File: config.mk
export PLATFORM = sky130hd
export DESIGN_NAME = serial_add_ctrl
export DESIGN_NICKNAME = d
export VERILOG_FILES = /design/src/rtl/serial_add_pkg.sv /design/src/rtl/serial_add_bit.sv /design/src/rtl/serial_add_ctrl.sv
export SDC_FILE = /design/constraint.sdc
export NUM_CORES = 1
export LEC_CHECK = 0
export CAP_MARGIN = 20
export CELL_PAD_IN_SITES_DETAIL_PLACEMENT = 1
export CELL_PAD_IN_SITES_GLOBAL_PLACEMENT = 2
export CORE_ASPECT_RATIO = 0.5
export CORE_MARGIN = 1
export CORE_UTILIZATION = 28
export CTS_BUF_LIST = sky130_fd_sc_hd__clkbuf_8
export CTS_CLUSTER_DIAMETER = 60
export DETAILED_ROUTE_END_ITERATION = 16
export PLACE_DENSITY = 0.88
export SLEW_MARGIN = 40
export SYNTH_ARGS = -nofsm -noshare
export SYNTH_HDL_FRONTEND = slang
export SYNTH_HIERARCHICAL = 1
export SYNTH_SLANG_ARGS = --single-unit
File: constraint.sdc
create_clock -name clk -period 1 [get_ports clk]
set_input_delay 0.2 -clock clk [delete_from_list [all_inputs] [get_ports clk]]
set_output_delay 0.2 -clock clk [all_outputs]
set_load 0.01 [all_outputs]
File: src/rtl/serial_add_pkg.sv
// serial_add_pkg: shared state encoding and default width for the bit-serial adder.
package serial_add_pkg;
    typedef enum logic [1:0] {S_IDLE, S_RUN, S_DONE} state_t;
    localparam int DEF_WIDTH = 8;
endpackage

File: src/rtl/serial_add_bit.sv
// serial_add_bit: gate-level 1-bit full adder cell.
module serial_add_bit (
    input  logic a_i,
    input  logic b_i,
    input  logic cin_i,
    output logic s_o,
    output logic cout_o
);
    logic p;
    assign p      = a_i ^ b_i;
    assign s_o    = p ^ cin_i;
    assign cout_o = (a_i & b_i) | (cin_i & p);
endmodule

File: src/rtl/serial_add_ctrl.sv
// serial_add_ctrl: bit-serial add/subtract sequencer, LSB first, one cell reused WIDTH cycles.
// Define SERIAL_ADD_OVF_EN to add the signed-overflow output ovf.
module serial_add_ctrl
    import serial_add_pkg::*;
#(
    parameter int WIDTH = DEF_WIDTH
) (
    input  logic             clk,
    input  logic             reset,
    input  logic             start,
    input  logic             sub,
    input  logic [WIDTH-1:0] a,
    input  logic [WIDTH-1:0] b,
    input  logic             cin,
    output logic             busy,
    output logic             done,
    output logic [WIDTH-1:0] sum,
    output logic             cout
`ifdef SERIAL_ADD_OVF_EN
    ,
    output logic             ovf
`endif
);
    localparam int CW = $clog2(WIDTH);
    state_t           state_q;
    logic [WIDTH-1:0] opa_q, opb_q;
    logic             carry_q;
    logic [CW-1:0]    cnt_q;
    logic             cell_s, cell_co;
    serial_add_bit u_bit (
        .a_i   (opa_q[0]),
        .b_i   (opb_q[0]),
        .cin_i (carry_q),
        .s_o   (cell_s),
        .cout_o(cell_co)
    );
    always_ff @(posedge clk) begin
        if (reset) begin
            state_q <= S_IDLE;
            busy    <= 1'b0;
            done    <= 1'b0;
            sum     <= '0;
            cout    <= 1'b0;
            opa_q   <= '0;
            opb_q   <= '0;
            carry_q <= 1'b0;
            cnt_q   <= '0;
`ifdef SERIAL_ADD_OVF_EN
            ovf     <= 1'b0;
`endif
        end else begin
            done <= 1'b0;
            case (state_q)
                S_RUN: begin
                    sum     <= {cell_s, sum[WIDTH-1:1]};
                    opa_q   <= opa_q >> 1;
                    opb_q   <= opb_q >> 1;
                    carry_q <= cell_co;
                    cnt_q   <= cnt_q + 1'b1;
                    if (cnt_q == CW'(WIDTH - 1)) begin
                        state_q <= S_DONE;
                        busy    <= 1'b0;
                        done    <= 1'b1;
                        cout    <= cell_co;
`ifdef SERIAL_ADD_OVF_EN
                        // carry_q is the carry into the MSB on this final step
                        ovf     <= carry_q ^ cell_co;
`endif
                    end
                end
                default: begin
                    if (start) begin
                        state_q <= S_RUN;
                        busy    <= 1'b1;
                        opa_q   <= a;
                        opb_q   <= sub ? ~b : b;
                        carry_q <= sub | cin;
                        cnt_q   <= '0;
                        sum     <= '0;
                    end else begin
                        state_q <= S_IDLE;
                    end
                end
            endcase
        end
    end
endmodule

# Yosys cells after proc, flatten, opt, wreduce, memory -nomap -nowiden
# Index checks and enable logic that the tools add are counted.
dict set report word_totals {
  ff_bits 33
  input_bits 21
  out_inout_bits 11
}
dict set report classes {
  addsub 1
  n_eq_ne 3
  n_mux 18
  bitwise 8
  n_reduce_logical 5
}
# op count
set op_table {}
lappend op_table {{7-bit 2-to-1 mux} 4}
lappend op_table {{8-bit 2-to-1 mux} 3}
lappend op_table {{8-bit NOT} 1}
lappend op_table {{1-bit 2-to-1 mux} 7}
lappend op_table {{3-bit 2-to-1 mux} 2}
lappend op_table {{2-bit 2-to-1 mux} 2}
lappend op_table {{2-bit AND reduction} 2}
lappend op_table {{2-bit OR reduction} 2}
lappend op_table {{3-bit by 1-bit adder with 3-bit output (second input constant)} 1}
lappend op_table {{3-bit == test (second input constant)} 1}
lappend op_table {{1-bit AND} 2}
lappend op_table {{2-bit by 1-bit == test with 1-bit output (second input constant)} 1}
lappend op_table {{2-bit inequality test (second input constant)} 1}
lappend op_table {{1-bit OR} 2}
lappend op_table {{2-bit nonzero test} 1}
lappend op_table {{1-bit XOR} 2}
lappend op_table {{1-bit NOT} 1}

# Depth between registers and ports, before layout
# Gate-level depths: netlist of the first run.
dict set report depth {
  ltp_word 4
  ltp_mapped 5
}

# Modules after synthesis
# The synthesis of the first run kept the hierarchy.
# module instances cells_each area_per_inst_um2
set by_module_without_submodules {}
lappend by_module_without_submodules {serial_add_ctrl 1 160 1485.2}
lappend by_module_without_submodules {serial_add_bit 1 1 20.0}

# Least setup slack after synthesis of the first run
# Ideal clock, no wire load.
dict set report synth_timing {
  path_type {flip-flop to flip-flop}
  startpoint {reg cnt_q[0]}
  endpoint {reg busy}
  setup_ps 129
  arrival_time_ps 937
  t_required_ps 871
  path_slack_ps -65
  path_stages_with_launch 6
  synth_period_minus_slack_ps 1065
  path_cell_list {dfxtp_1 > ha_1 > ha_1 > nand3b_1 > a22oi_1 > nor2_1}
}
dict set report synth_between {
  elab_chain_cells 3
}
# item line_no
set synth_lines {}
lappend synth_lines {{start: declaration} serial_add_ctrl.sv:28} ;# logic [CW-1:0] cnt_q;
lappend synth_lines {{start signal: assignment} serial_add_ctrl.sv:59} ;# cnt_q <= cnt_q + 1'b1;
lappend synth_lines {{3-bit == test} serial_add_ctrl.sv:60} ;# if (cnt_q == CW'(WIDTH - 1)) begin
lappend synth_lines {{2-bit inequality test (no source line)} --}
lappend synth_lines {{2-bit AND reduction (no source line)} --}
lappend synth_lines {{end signal: assignment} serial_add_ctrl.sv:40} ;# busy <= 1'b0;
lappend synth_lines {{end signal: assignment} serial_add_ctrl.sv:62} ;# busy <= 1'b0;
lappend synth_lines {{end signal: assignment} serial_add_ctrl.sv:74} ;# busy <= 1'b1;
lappend synth_lines {{end: declaration} serial_add_ctrl.sv:15} ;# output logic busy,
# Every way passes these cells.
# A chain may end at the register's enable or synchronous reset.

# Final worst setup path of the first run
dict set report layout_timing {
  startpoint {reg state_q[1]}
  endpoint {reg opb_q[6]}
}
dict set report layout_between {
  elab_chain_cells 2
}
# item line_no
set layout_lines {}
lappend layout_lines {{start: declaration} serial_add_ctrl.sv:25} ;# state_t state_q;
lappend layout_lines {{start signal: assignment} serial_add_ctrl.sv:39} ;# state_q <= S_IDLE;
lappend layout_lines {{start signal: assignment} serial_add_ctrl.sv:61} ;# state_q <= S_DONE;
lappend layout_lines {{start signal: assignment} serial_add_ctrl.sv:73} ;# state_q <= S_RUN;
lappend layout_lines {{2-bit by 1-bit == test with 1-bit output (*)} serial_add_ctrl.sv:53} ;# case (state_q)
lappend layout_lines {{7-bit 2-to-1 mux or 2-bit nonzero test (tied branches)} --}
lappend layout_lines {{end signal: assignment} serial_add_ctrl.sv:57} ;# opb_q <= opb_q >> 1;
lappend layout_lines {{end signal: assignment} serial_add_ctrl.sv:76} ;# opb_q <= sub ? ~b : b;
lappend layout_lines {{end: declaration} serial_add_ctrl.sv:26} ;# logic [WIDTH-1:0] opa_q, opb_q;
# Mark *: on every way between the ends. The rest lies on a longest branch, timed or not.

==> impl_metrics.toml, run 1 <==
[clock_tree]
cts_num_sinks = 33
cts_hold_buf = 0
h-tree-depth = 2
cts_tree = "built"
cts_setup_buffers = 0
clk_path_buf_depth = 2
root_buffer = "clkbuf_8"
cts_made_buffers = 5
path_clk_slew_ps = 70
worstSkewPairLatency_ps = 280

[routing]
drc = 0
wl_per_cell_um = 15.6
vias = 1373
wl_um = 4490
drtAntennaViolNets = 0
drtPass1Iterations = 4
via_per_inst = 4.78
drtIter0Drc = 24

[power_and_ir_drop]
peakVddDrop_uv = 713
power_leakage_nw = 0.971
finalPower_w = 0.00308
cellPowerDensity_mw_per_mm2 = 1280

[timing]
fin_skew_ps = 6.72
relSlewSlack_pct = 79.1
max_freq_ghz = 0.860
worstMarginPinSlew_ps = 311
hold_ws_ps = 470
timing.final.hold_violations = 0
finalSetupViolations = 29
finalCritPeriodShare_pct = 116
final.setup.worst_slack_ps = -162
min_period_ps = 1160
rsz0062_at_grt = "yes"
slew_violations = 0

[status]
status = "finished, violations left"
violations = "setup timing"

[critical_path]
end_kind = "register"
rr_worst_depth = 4
cp_max_fo = 5
critPathLaunchType = "register"
ff2ff_setup_slack_ps = -160
slowest_stage = "dfxtp_2"
cp_cell_sequence = "and2b_4, clkbuf_16, a211o_1, a21oi_2"
worstSetupPathType = "reg2reg"
cp.arrival_ps = 1380
critPathMaxStageDelay_ps = 330
critPathRequiredTime_ps = 1210

[grt]
grt_first_pass_wirelength_um = 6370
grt_pass1_vias = 1378
grtUsageTotal_pct = 14.6
overflow = 0
grt_max_degree = 22
antenna_found_initial = 0

[hold_path]
min_path_type = "reg2reg"
hold_depth = 2

[synthesis]
ys_async_sr_fraction_pct = 0
synth_area_leader_cell = "dfxtp_1"
synth-seq-cells = 33
postSynthAreaPerCell_um2 = 9.35
yosysSeqAreaShare_pct = 43.9
synth_top_area_share_pct = 43.9
synth.distinct_cells = 25
synth_cells = 161
ys_top_cells_by_area = "dfxtp_1 (44%), nand3b_1 (6.0%), mux2i_1 (5.3%)"
yosys-top-cells-count = "dfxtp_1 (33), nand2_1 (19), nor2_1 (19), a21oi_1 (13), nand3b_1 (12)"
synth_edf_count = 0
synthFlopType = "dfxtp_1"
ys.warnings.count = 6
netlist_area_mm2 = 0.00151
yosysMostFrequentCell = "dfxtp_1"
synth_fp_nets = 185

[die]
die_height_um = 53.8
io_pins = 32
die_w_um = 106
core_area_mm2 = 0.00504
die-area_mm2 = 0.00569
row_count = 18
start_util_pct = 29.8

[placement]
io_buffers = 31
placed_cell_area_mm2 = 0.00213
place_congestion = 0.652
place_inst = 274
dp_hpwl_um = 2650

[finish]
final_cell_area_mm2 = 0.00240
drive_gt1_share_pct = 45.2
area_delta_synth_final_pct = 59.2
nNetsFinal = 240
fin_cells = 287
antennaDiodeCount = 0

[job]
timing.max_cap.violations = 0
==> routing by layer <==
layer	up-vias	part of all wire [%]	global-route usage, %
met5	-	0	0
li1	664	-	-
met4	0	1.0	4.86
met1	684	46	17.3
met2	21	51	27.6
met3	4	2.8	3.03
==> state kept, by name (all words and copies together), names as in the netlist <==
register  flops
cnt_q         3
cout          1
opa_q         8
done          1
sum           8
state_q       2
busy          1
carry_q       1
opb_q         8
==> worst max-delay path, delay by kind of cell (launching register included) <==
family / cells / cell delay, ps
AND/OR/NAND/NOR: 1 / 220
AO/OA/AOI/OAI: 2 / 380
flip-flops: 1 / 330
buffers and inverters: 1 / 160
==> layout by cell type, fill, tap and decap left out, types with 2 or more instances in the layout <==
master and count:
a211oi_2 2, dlygate4sd2_1 2, nor2_1 15, a21oi_1 5, nand2_1 12, a211oi_1 5
nand3b_1 12, nor2_2 4, buf_12 8, ha_4 2, buf_4 18, clkinv_2 2
dfxtp_2 12, mux2i_1 8, buf_6 2, clkbuf_16 2, nand2_2 4, clkbuf_8 5
nand2_4 3, buf_2 11, clkdlybuf4s50_1 18, xnor2_1 8, a21oi_2 15, dfxtp_1 21
a211o_1 7, nand2b_2 2
==> cells by family (layout without fill, tap and decap cells) <==
logic type	Yosys count	in the layout	synth area share (%)
simple gates	56	56	18.0
compound gates	38	38	18.4
flops	33	33	43.9
buf+inv	15	71	6.73
xor+xnor	8	8	4.66
mux	8	8	5.32
fa+ha+maj	3	3	2.99
==> worst paths after layout <==
check / from / end
worst min-delay path: cout / cout
worst max-delay path: state_q[1] / opb_q[6]
worst min register to register: cout / cout
worst max register to register: state_q[1] / opb_q[6]
==> through the flow <==
step	util, %	setup TNS, ps	worst slack (ps)
finish	47.5	-2770	-162
global route	47.5	-4350	-201
CTS	44.1	-2220	-127
detailed placement	42.3	-12140	-449
global placement	42.3	-11220	-411
floorplan	-	-255	-39.0
==> area by class of cell <==
type	count	area, um2
clock buffer	5	68.8
fill	562	2650
clock inverter	3	13.8
sequential	33	676
multi-input combinational	113	882
tap	70	87.6
timing repair buffer	63	668
==> power breakdown <==
group	switching, W	leakage (nW)	internal [W]
Combinational	0.000291	0.646	0.000370
Sequential	0.0000478	0.276	0.00139
Clock	0.000509	0.0491	0.000473
==> repair_timing <==
action,4_1_cts,5_1_grt
endpoints found under the hold margin,0,0
resized for setup,60,31
pin swaps,3,10
endpoints found under the setup margin,44,33
cloned,2,3
No activity file was read; power rests on OpenSTA's default activity.
==> run 2: changes to the inputs <==
--- a/config.mk
+++ b/config.mk
@@ -16,4 +16,5 @@
 export DETAILED_ROUTE_END_ITERATION = 16
 export PLACE_DENSITY = 0.88
+export SKIP_LAST_GASP = 1
 export SLEW_MARGIN = 40
 export SYNTH_ARGS = -nofsm -noshare
==> constraint.sdc (replaced) <==
create_clock -name clk -period 1 [get_ports clk]
set_input_delay 0.15 -clock clk [delete_from_list [all_inputs] [get_ports clk]]
set_output_delay 0.15 -clock clk [all_outputs]
set_load 0.01 [all_outputs]
==> impl_metrics.toml, run 2 (same netlist as run 1, synthesis figures left out) <==
[critical_path]
startpoint = "state_q[1]"
cp_max_fo = 6
critPathRequiredTime_ps = 1220
cp.arrival_ps = 1370
end_kind = "register"
r2r-start = "state_q[1]"
critPathLaunchType = "register"
worstSetupPathType = "reg2reg"

[power_and_ir_drop]
peakVddDrop_uv = 685
power_leakage_nw = 0.950
switching_share_pct = 27.2
cellPowerDensity_mw_per_mm2 = 1270
pwr-share-seq_pct = 46.8
p_sw_w = 0.000833
p_int_w = 0.00223
p_comb_share_pct = 21.3
finalPower_w = 0.00306
clockPowerShare_pct = 31.8

[routing]
wl_met3_um = 89
drtAntennaViolNets = 0
wl_per_cell_um = 15.6
via_per_inst = 4.67
wl_um = 4470
drc = 0
drtIter0Drc = 22
drtPass1Iterations = 4
topRoutingLayerUsed = "met4"
vias = 1339
wl_met2_um = 2230
wl_met1_um = 2110

[timing]
fin_skew_ps = 6.62
min_period_ps = 1150
worstMarginPinSlew_ps = 361
relSlewSlack_pct = 75.8
timing.final.hold_violations = 0
max_freq_ghz = 0.871
finalCritPeriodShare_pct = 115
rsz0062_at_grt = "yes"
slew_violations = 0
finalSetupTns_ps = -2740
final.setup.worst_slack_ps = -149
hold_ws_ps = 466
finalSetupViolations = 28

[clock_tree]
cts_tree = "built"
clk_path_buf_depth = 2
cts_made_buffers = 5
h-tree-depth = 2
worstSkewPairLatency_ps = 280
cts_setup_buffers = 0
root_buffer = "clkbuf_8"
path_clk_slew_ps = 70
cts_num_sinks = 33

[finish]
reg.largest.list = "opa_q: 8 flops, opb_q: 8 flops, sum: 8 flops"
drive_gt1_share_pct = 43.8
nNetsFinal = 240
area_delta_synth_final_pct = 59.9
mostFrequentLayoutCell = "dfxtp_1"
fillers = 555
mostFrequentLayoutCells = "dfxtp_1 (20), buf_4 (18), clkdlybuf4s50_1 (18)"
final_cell_area_mm2 = 0.00241
antennaDiodeCount = 0

[grt]
grt_pass1_vias = 1376
grt_first_pass_wirelength_um = 6200
grt_max_degree = 22
antenna_found_initial = 0
grtUsageTotal_pct = 14.2
overflow = 0

[die]
io_pins = 32
core_area_mm2 = 0.00504
row_count = 18
die_height_um = 53.8
die-area_mm2 = 0.00569
start_util_pct = 29.8
die_w_um = 106

[placement]
placed_cell_area_mm2 = 0.00213
dp_hpwl_um = 2650
place_worst_setup_slack_ps = -399
io_buffers = 31
place_congestion = 0.652

[hold_path]
min_from = "cout"
min_path_type = "reg2reg"

[status]
status = "finished, violations left"
violations = "setup timing"

[job]
timing.max_cap.violations = 0
==> run 2: changes by cell type in the layout (fill, tap and decap cells not counted) <==
| cell | change |
|---|---|
| a21oi_1 | +1 |
| a21oi_2 | -1 |
| buf_2 | -6 |
| clkbuf_2 | +2 |
| clkdlybuf4s15_2 | +4 |
| dfxtp_1 | -1 |
| dfxtp_2 | +1 |
| nand2_1 | +3 |
| nand2_2 | -2 |
| nand2_4 | -1 |
==> run 2: power by group through the flow <==
| stage | clock [W] | combinational (W) | sequential (W) |
|---|---|---|---|
| 2_1_floorplan | 0 | 0.000296 | 0.00145 |
| 3_3_place_gp | 0 | 0.000518 | 0.00145 |
| 3_5_place_dp | 0 | 0.000536 | 0.00146 |
| 4_1_cts | 0.000983 | 0.000562 | 0.00143 |
| 5_1_grt | 0.00105 | 0.000699 | 0.00144 |
| 6_report | 0.000974 | 0.000653 | 0.00143 |
==> run 2: critical path: stages, from the launching register on <==
cell and delay [ps]:
dfxtp_2 320, and2b_4 320, buf_12 150, buf_12 120, nand2_1 70, a21oi_2 110
==> run 2: path summary, 6_finish.rpt <==
check                           endpoint  slack [ps]  cells past startpoint
worst max register to register    sum[6]        -150                      5
worst min-delay path                cout         470                      2
worst max-delay path              sum[6]        -150                      5
worst min register to register      cout         470                      2
==> run 2: layout make-up <==
type	count	area, um2	share of cell area [%]
Multi-Input combinational cell	113	866	36.0
Timing Repair Buffer	63	693	28.8
Sequential cell	33	677	28.1
Tap cell	70	87.6	3.64
Clock buffer	5	68.8	2.86
Clock inverter	3	13.8	0.572
==> run 2: metal layers <==
| layer | vias to the layer above | global-route usage, % |
|---|---|---|
| met5 | - | 0 |
| li1 | 660 | - |
| met4 | 0 | 4.86 |
| met3 | 2 | 3.03 |
| met2 | 10 | 26.1 |
| met1 | 667 | 17.0 |
==> run 2: through the flow <==
step	util (%)	std cells
floorplan	-	161
global placement	42.3	274
detailed placement	42.3	274
CTS	45.2	284
global route	47.7	287
finish	47.7	287
==> run 2: repair_timing <==
item | CTS | global route
pin swaps | 3 | 9
hold buffers | 0 | 0
endpoints found under the setup margin | 44 | 44
gates cloned | 2 | 3
resized for setup | 41 | 40
